$ cat src/rtl/wb_arbiter_rr.sv
`default_nettype none
// ============================================================================
// Module   : wb_arbiter_rr
// Purpose  : Two-master round-robin arbiter in front of one Wishbone B4
//            pipelined slave; the grant is held for the whole bus cycle.
// Options  : WB_ARB_TIMEOUT_EN enables the ack watchdog and the m*_err pulse.
// Revision : 1.0 - initial release
// ============================================================================
module wb_arbiter_rr #(
    parameter int ADR_WIDTH = 16,
    parameter int DAT_WIDTH = 16,
    parameter int TIMEOUT   = 64
) (
    input  logic                 clk,
    input  logic                 rst,

    input  logic                 m0_cyc,
    input  logic                 m0_stb,
    input  logic                 m0_we,
    input  logic [ADR_WIDTH-1:0] m0_adr,
    input  logic [DAT_WIDTH-1:0] m0_dat_m,
    output logic [DAT_WIDTH-1:0] m0_dat_s,
    output logic                 m0_ack,
    output logic                 m0_stall,
    output logic                 m0_err,

    input  logic                 m1_cyc,
    input  logic                 m1_stb,
    input  logic                 m1_we,
    input  logic [ADR_WIDTH-1:0] m1_adr,
    input  logic [DAT_WIDTH-1:0] m1_dat_m,
    output logic [DAT_WIDTH-1:0] m1_dat_s,
    output logic                 m1_ack,
    output logic                 m1_stall,
    output logic                 m1_err,

    output logic                 s_cyc,
    output logic                 s_stb,
    output logic                 s_we,
    output logic [ADR_WIDTH-1:0] s_adr,
    output logic [DAT_WIDTH-1:0] s_dat_m,
    input  logic [DAT_WIDTH-1:0] s_dat_s,
    input  logic                 s_ack,
    input  logic                 s_stall
);

    typedef enum logic [1:0] {
        GNT_NONE = 2'd0,
        GNT_M0   = 2'd1,
        GNT_M1   = 2'd2
    } grant_t;

    grant_t               r_grant;
    grant_t               w_grant_next;
    logic                 r_last;
    logic                 w_last_next;
    logic [3:0]           r_outstanding;
    logic [3:0]           w_outstanding_next;

    logic                 w_sel_m0;
    logic                 w_sel_m1;
    logic                 w_owned;
    logic                 w_own_cyc;
    logic                 w_own_stb;
    logic                 w_own_we;
    logic [ADR_WIDTH-1:0] w_own_adr;
    logic [DAT_WIDTH-1:0] w_own_dat;

    logic                 w_full;
    logic                 w_hold;
    logic                 w_timeout;
    logic                 w_accept;
    logic                 w_ack_fwd;
    logic                 w_ack_dec;
    logic                 w_own_stall;
    logic                 w_grant_change;

    if (TIMEOUT < 1) begin : g_timeout_check
        $error("wb_arbiter_rr: TIMEOUT must be at least 1");
    end

    // Owner selection; reset forces the idle view even before the grant register clears.
    always_comb begin
        w_sel_m0  = !rst && (r_grant == GNT_M0);
        w_sel_m1  = !rst && (r_grant == GNT_M1);
        w_owned   = w_sel_m0 || w_sel_m1;
        w_own_cyc = 1'b0;
        w_own_stb = 1'b0;
        w_own_we  = 1'b0;
        w_own_adr = '0;
        w_own_dat = '0;
        if (w_sel_m0) begin
            w_own_cyc = m0_cyc;
            w_own_stb = m0_stb;
            w_own_we  = m0_we;
            w_own_adr = m0_adr;
            w_own_dat = m0_dat_m;
        end else if (w_sel_m1) begin
            w_own_cyc = m1_cyc;
            w_own_stb = m1_stb;
            w_own_we  = m1_we;
            w_own_adr = m1_adr;
            w_own_dat = m1_dat_m;
        end
    end

    assign w_full      = (r_outstanding == 4'd15);
    assign s_cyc       = w_owned & w_own_cyc & ~w_hold;
    assign s_stb       = s_cyc & w_own_stb & ~w_full;
    assign s_we        = w_own_we;
    assign s_adr       = w_own_adr;
    assign s_dat_m     = w_own_dat;

    // Acks are only honoured while the owner's cycle is live on the slave.
    assign w_accept    = s_stb & ~s_stall;
    assign w_ack_fwd   = s_cyc & s_ack;
    assign w_ack_dec   = w_ack_fwd & (r_outstanding != 4'd0);
    assign w_own_stall = s_stall | w_full | w_hold;

    assign m0_dat_s    = s_dat_s;
    assign m0_ack      = w_sel_m0 & w_ack_fwd;
    assign m0_stall    = ~w_sel_m0 | w_own_stall;
    assign m0_err      = w_sel_m0 & w_timeout;

    assign m1_dat_s    = s_dat_s;
    assign m1_ack      = w_sel_m1 & w_ack_fwd;
    assign m1_stall    = ~w_sel_m1 | w_own_stall;
    assign m1_err      = w_sel_m1 & w_timeout;

    always_comb begin
        w_grant_next = r_grant;
        w_last_next  = r_last;
        case (r_grant)
            GNT_NONE: begin
                if (m0_cyc && m1_cyc) begin
                    w_grant_next = r_last ? GNT_M0 : GNT_M1;
                end else if (m0_cyc) begin
                    w_grant_next = GNT_M0;
                end else if (m1_cyc) begin
                    w_grant_next = GNT_M1;
                end
            end
            GNT_M0: begin
                if (!m0_cyc) begin
                    w_last_next  = 1'b0;
                    w_grant_next = m1_cyc ? GNT_M1 : GNT_NONE;
                end
            end
            GNT_M1: begin
                if (!m1_cyc) begin
                    w_last_next  = 1'b1;
                    w_grant_next = m0_cyc ? GNT_M0 : GNT_NONE;
                end
            end
            default: begin
                w_grant_next = GNT_NONE;
            end
        endcase
    end

    assign w_grant_change = (w_grant_next != r_grant);

    always_comb begin
        w_outstanding_next = r_outstanding;
        if (w_grant_change || w_timeout) begin
            w_outstanding_next = 4'd0;
        end else if (w_accept && !w_ack_dec) begin
            w_outstanding_next = r_outstanding + 4'd1;
        end else if (!w_accept && w_ack_dec) begin
            w_outstanding_next = r_outstanding - 4'd1;
        end
    end

    always_ff @(posedge clk) begin
        if (rst) begin
            r_grant       <= GNT_NONE;
            r_last        <= 1'b1;
            r_outstanding <= 4'd0;
        end else begin
            r_grant       <= w_grant_next;
            r_last        <= w_last_next;
            r_outstanding <= w_outstanding_next;
        end
    end

`ifdef WB_ARB_TIMEOUT_EN
    localparam int                  c_wdog_w    = $clog2(TIMEOUT + 1);
    localparam logic [c_wdog_w-1:0] c_wdog_last = c_wdog_w'(TIMEOUT - 1);

    logic [c_wdog_w-1:0] r_wdog;
    logic                r_hold;

    // The timeout fires on the cycle the count would reach TIMEOUT; a same-cycle ack wins.
    assign w_timeout = s_cyc & ~s_ack & (r_outstanding != 4'd0) & (r_wdog == c_wdog_last);
    assign w_hold    = r_hold;

    always_ff @(posedge clk) begin
        if (rst) begin
            r_wdog <= '0;
            r_hold <= 1'b0;
        end else if (w_grant_change) begin
            r_wdog <= '0;
            r_hold <= 1'b0;
        end else begin
            if (s_ack || w_timeout) begin
                r_wdog <= '0;
            end else if (r_outstanding != 4'd0) begin
                r_wdog <= r_wdog + 1'b1;
            end
            if (w_timeout) begin
                r_hold <= 1'b1;
            end
        end
    end
`else
    assign w_timeout = 1'b0;
    assign w_hold    = 1'b0;
`endif

endmodule
`default_nettype wire

$ cat config.mk
export PLATFORM = sky130hd
export DESIGN_NAME = wb_arbiter_rr
export DESIGN_NICKNAME = d
export VERILOG_FILES = /design/src/rtl/wb_arbiter_rr.sv
export SDC_FILE = /design/constraint.sdc
export NUM_CORES = 1
export LEC_CHECK = 0
export CAP_MARGIN = 20
export CORE_MARGIN = 2
export CORE_UTILIZATION = 26
export CTS_CLUSTER_DIAMETER = 80
export DETAILED_ROUTE_END_ITERATION = 8
export GPL_TIMING_DRIVEN = 1
export PLACE_DENSITY = 0.89
export SLEW_MARGIN = 0
export SYNTH_ARGS = -nofsm -noshare
export SYNTH_HDL_FRONTEND = slang
export SYNTH_SLANG_ARGS = --single-unit
$ cat constraint.sdc
create_clock -name clk -period 5.9 [get_ports clk]
set_input_delay 0.885 -clock clk [delete_from_list [all_inputs] [get_ports clk]]
set_output_delay 0.885 -clock clk [all_outputs]
set_load 0.05 [all_outputs]
# --- Word level (Yosys, flattened, before mapping) ---
# Cells that the tools add are included.
# Widths: inputs -> output; s select.
word_totals:
  ff_bits: 7
  in_bits: 90
  out_inout_bits: 73
classes:
  reduce_logical: 15
  n_eq_ne: 6
  mux: 24
  bitwise: 15
  n_addsub: 2
ops:
  columns: ["operator", "n"]
  rows:
  - ["$mux 16", 4]
  - ["$mux 2", 7]
  - ["$mux 1", 9]
  - ["$and 1x1->1", 8]
  - ["$mux 4", 2]
  - ["$pmux 2 s3", 1]
  - ["$logic_and 1x1->1", 5]
  - ["$add 4x1->4 const B", 1]
  - ["$eq 4x4->1 const B", 1]
  - ["$ne 2x2->1 const B", 2]
  - ["$not 1->1", 4]
  - ["$reduce_bool 2->1", 2]
  - ["$reduce_bool 4->1", 1]
  - ["$sub 4x1->4 const B", 1]
  - ["$logic_not 1->1", 3]
  - ["$or 1x1->1", 3]
  - ["$reduce_and 3->1", 1]
  - ["$eq 2x1->1 const B", 1]
  - ["$eq 2x2->1 const B", 1]
  - ["$logic_not 2->1", 1]
  - ["$ne 2x2->1", 1]
  - ["$pmux 1 s2", 1]
  - ["$reduce_or 2->1", 1]
  - ["$logic_or 1x1->1", 1]

# --- Longest topological paths before layout ---
depth:
  word_depth: 12
  depth_mapped: 11
  ltp_nobuf: 10

# --- Worst setup path before layout ---
# OpenSTA, ideal clock, no wires.
synth_path:
  path_type: "input-to-output"
  from: "input port rst"
  to: "output port m1_ack"
  arrival_ns: 2.945
  n_path_buf: 1
  stages: 5
  required_time_ns: 5.015
  setup_slack_ns: 2.070
  path_cell_list: "buf_2 > nor4bb_1 > a31o_2 > nand2_1 > nor3b_1"
synth_via:
  elab_chain_len: 7
synth_rtl:
  columns: ["item", "line", "source"]
  rows:
  - ["start, declared", "15", "input logic rst,"]
  - ["$logic_not 1->1 *", "84, 85", null]
  - ["$logic_and 1x1->1", "85", "w_sel_m1 = !rst && (r_grant == GNT_M1);"]
  - ["$mux 1", "98", "end else if (w_sel_m1) begin"]
  - ["$mux 1", "92", "if (w_sel_m0) begin"]
  - ["$and 1x1->1 *", "108", "assign s_cyc = w_owned & w_own_cyc & ~w_hold;"]
  - ["net s_cyc", "37", "output logic s_cyc,"]
  - ["$and 1x1->1 *", "116", "assign w_ack_fwd = s_cyc & s_ack;"]
  - ["$and 1x1->1 *", "126", "assign m1_ack = w_sel_m1 & w_ack_fwd;"]
  - ["end, declared", "33", "output logic m1_ack,"]
# The timed path passes the listed nets; every way through them passes the cells marked *.

# --- Worst setup path after layout ---
layout_path:
  from: "input port rst"
  to: "output port s_stb"
layout_via:
  elab_chain_len: 7
layout_rtl:
  columns: ["item", "line", "source"]
  rows:
  - ["$logic_not 1->1 *", "84, 85", null]
  - ["$logic_and 1x1->1", "85", null]
  - ["$mux 1", "98", null]
  - ["$mux 1", "92", null]
  - ["$and 1x1->1", "108", null]
  - ["$and 1x1->1 * (2 in a row)", "109", "assign s_stb = s_cyc & w_own_stb & ~w_full;"]
  - ["end, declared", "38", "output logic s_stb,"]
# Every way passes the cells marked *; elsewhere a longest branch is shown, timed or not.

==> impl_metrics.yaml <==
cells_and_area:
  diodes: 0
  final_layout_size_suffix_gt1_frac: 0.0427
  area_growth_pct: 84.9
  fill_cells: 391
  final_cell_area_mm2: 0.00204
  finalNetCount: 306
logic_synthesis:
  syn_avg_cell_area_um2: 8.12
  yosysWarnings: 0
  syn_area_mm2: 0.00110
  synth_seq_cells: 7
  ys_types: 32
  yosysTopAreaCell: "a22o_1"
  yosys-top-cells-area: "a22o_1, buf_4, dfxtp_1"
  yosysTopAreaCellShare: 0.270
  postSynthCellCount: 136
  seq_area_frac_synth: 0.127
clock_network:
  cts_setup_buffers: 0
  cts_resized: 0
  h-tree-depth: 1
  clk_pin_slew_ns: 0.04
  cts_tree: "yes"
  clk-insertion-delay-late_ns: 0.23
  clockRootBuffer: "clkbuf_8"
  cts_hold_buf: 0
  cts_buffers: 3
  clockBufferDepth: 2
  cts.sinks: 7
sta:
  worst_pin_slew_ns: 0.618
  slew-limit-headroom: 0.588
  rsz0062_at_grt: "false"
  clock.fmax_mhz: 232
  hold_viol: 0
  maxSlewViolCount: 0
  finalSetupTns_ns: 0
  setup_viol: 0
  fin_crit_ns: 4.31
  clock_skew_ns: 0.00568
  period_share: 0.731
worst_setup_path:
  slowest_stage: "clkdlybuf4s50_1"
  critPathKind: "input port to output port"
  required_ns: 5.02
  cp_slowest_stage_delay_ns: 0.86
  r2r-end: "r_outstanding[3]"
  critPathArrivalTime_ns: 3.43
  cp_max_fo: 15
  rrSetupSlack_ns: 2.89
  cp-end-kind: "output port"
  r2r_cells: 10
  reg2reg_from: "r_grant[1]"
  path_cells: "clkdlybuf4s50_1, nor3b_4, a22o_1, nand2_1, a41oi_1, clkdlybuf4s50_1"
  startpoint_type: "input port"
  cpMostUsedCell: "clkdlybuf4s50_1"
die:
  die_w_um: 69.2
  initial_core_util: 0.272
  num_rows: 23
  core_area_mm2: 0.00406
  ios: 163
  die_h_um: 69.2
  dieArea_mm2: 0.00479
hold_path:
  worstHoldStart: "r_outstanding[3]"
  hold_depth: 2
  hp-class: "flop to flop"
  hold_end: "r_outstanding[3]"
global_route:
  grt_pass1_vias: 1327
  grt_antenna_before_repair: 0
  overflow: 0
  grt_pass1_wl_um: 6730
  grt_max_degree: 22
  groute.usage.overall: 0.171
detailed_routing:
  drc: 0
  drt-initial-drc-count: 43
  antenna_left: 0
  viasPerCell: 5.07
  wl_per_cell_um: 16.8
  vias: 1324
  firstDrtPassIters: 4
  wl_um: 4390
pwr:
  report.power.total_uw: 259
  power.density_mw_per_mm2: 127
  leakage_uw: 0.000757
  ir_drop_v: 0.0000831
run_status:
  status: "finished, final reports clean"
placed_design:
  place_area_mm2: 0.00200
  place.gp.congestion: 0.848
  dp_hpwl_um: 3480
  portBuffers: 112
run:
  drv_cap: 0
[area by class of cell]
type	count	area, um2	share of cell area
timing repair buffer	114	1140	0.556
clock buffer	4	45.0	0.0220
sequential	7	140	0.0686
inverter	2	7.51	0.00367
tap	50	62.6	0.0306
multi-input combinational	84	652	0.319
[state kept, by name, summed over array words and instances, names as in the netlist]
name           count
r_outstanding      4
r_last             1
r_grant            2
[metrics by stage]
| step | hold slack [ns] | cells | setup WS [ns] | util |
|---|---|---|---|---|
| 2_1_floorplan | 0.479 | 137 | 2.07 | - |
| 3_3_place_gp | 0.509 | 257 | 1.62 | 0.492 |
| 3_5_place_dp | 0.519 | 257 | 1.60 | 0.492 |
| 4_1_cts | 0.524 | 261 | 1.59 | 0.504 |
| 5_1_grt | 0.568 | 261 | 1.41 | 0.504 |
| 6_report | 0.534 | 261 | 1.59 | 0.504 |
[report_power, final]
part           switching, uW  total (uW)  leakage (uW)  internal, uW
Combinational           67.3         140      0.000677          72.7
Clock                   20.4        67.1     0.0000228          46.7
Sequential              3.05        51.9     0.0000570          48.9
[worst max-delay path: cells and delay by family]
| kind | cells | cell delay [ns] |
|---|---|---|
| buffers and inverters | 2 | 1.43 |
| AO/OA/AOI/OAI | 2 | 0.44 |
| AND/OR/NAND/NOR | 2 | 0.66 |
[worst max-delay path by stage]
stage                     startpoint  depth (start not counted)     endpoint  slack [ns]
after floorplan                  rst                          5       m1_ack        2.07
after global placement           rst                          5  s_dat_m[15]        1.62
after detailed placement         rst                          5     s_adr[9]        1.60
after CTS                        rst                          5    s_adr[15]        1.59
after global routing             rst                          6        s_stb        1.41
final                            rst                          6        s_stb        1.59
[synth_stat cells, drive strengths merged]
| cell | n |
|---|---|
| mux2i | 1 |
| a41oi | 2 |
| a211o | 1 |
| or2 | 1 |
| o22a | 1 |
| xnor2 | 1 |
| o21ai | 1 |
| nor4bb | 1 |
| a21o | 1 |
| a31o | 1 |
| clkbuf | 1 |
| nor3 | 2 |
| or4 | 1 |
| inv | 2 |
| o22ai | 1 |
| fa | 1 |
| nor2b | 1 |
| buf | 43 |
| conb | 1 |
| a22o | 34 |
| nor2 | 7 |
| a21oi | 6 |
| xor2 | 1 |
| nor3b | 4 |
| ha | 3 |
| and3 | 1 |
| nand3 | 4 |
| nand2 | 4 |
| dfxtp | 7 |
| and3b | 1 |
[cell families after synthesis]
| logic type | synth area share |
|---|---|
| AO/OA/AOI/OAI | 0.353 |
| XOR/XNOR | 0.0159 |
| adder cells (fa/ha/maj) | 0.0521 |
| buffers and inverters | 0.287 |
| flip-flops | 0.127 |
| multiplexers | 0.00906 |
| other | 0.00339 |
| AND/OR/NAND/NOR | 0.153 |
[cell usage in the layout (no fill, tap or decap)]
cell,n
a31o_2,1
or4_1,1
and3_1,1
a21oi_1,6
nand2_1,4
nor2b_1,1
mux2i_1,1
and3b_1,1
buf_4,2
xnor2_1,1
nor3b_4,2
nor3_1,2
inv_1,2
ha_1,3
a41oi_1,2
clkbuf_1,1
conb_1,2
or2_2,1
fa_1,1
nand3_1,4
a22o_1,34
nor3b_1,2
dfxtp_1,7
a21o_1,1
o22a_1,1
xor2_1,1
clkdlybuf4s50_1,112
a211o_1,1
nor2_1,7
clkbuf_8,3
o21ai_0,1
nor4bb_1,1
o22ai_1,1
[layer usage]
metal / vias up / GRT usage / wire (um)
met1: 609 / 0.206 / 1830
li1: 621 / - / -
met2: 84 / 0.290 / 2120
met3: 10 / 0.0581 / 342
met5: - / 0 / 0
met4: 0 / 0.0436 / 91
No activity file was read; power rests on OpenSTA's default activity.
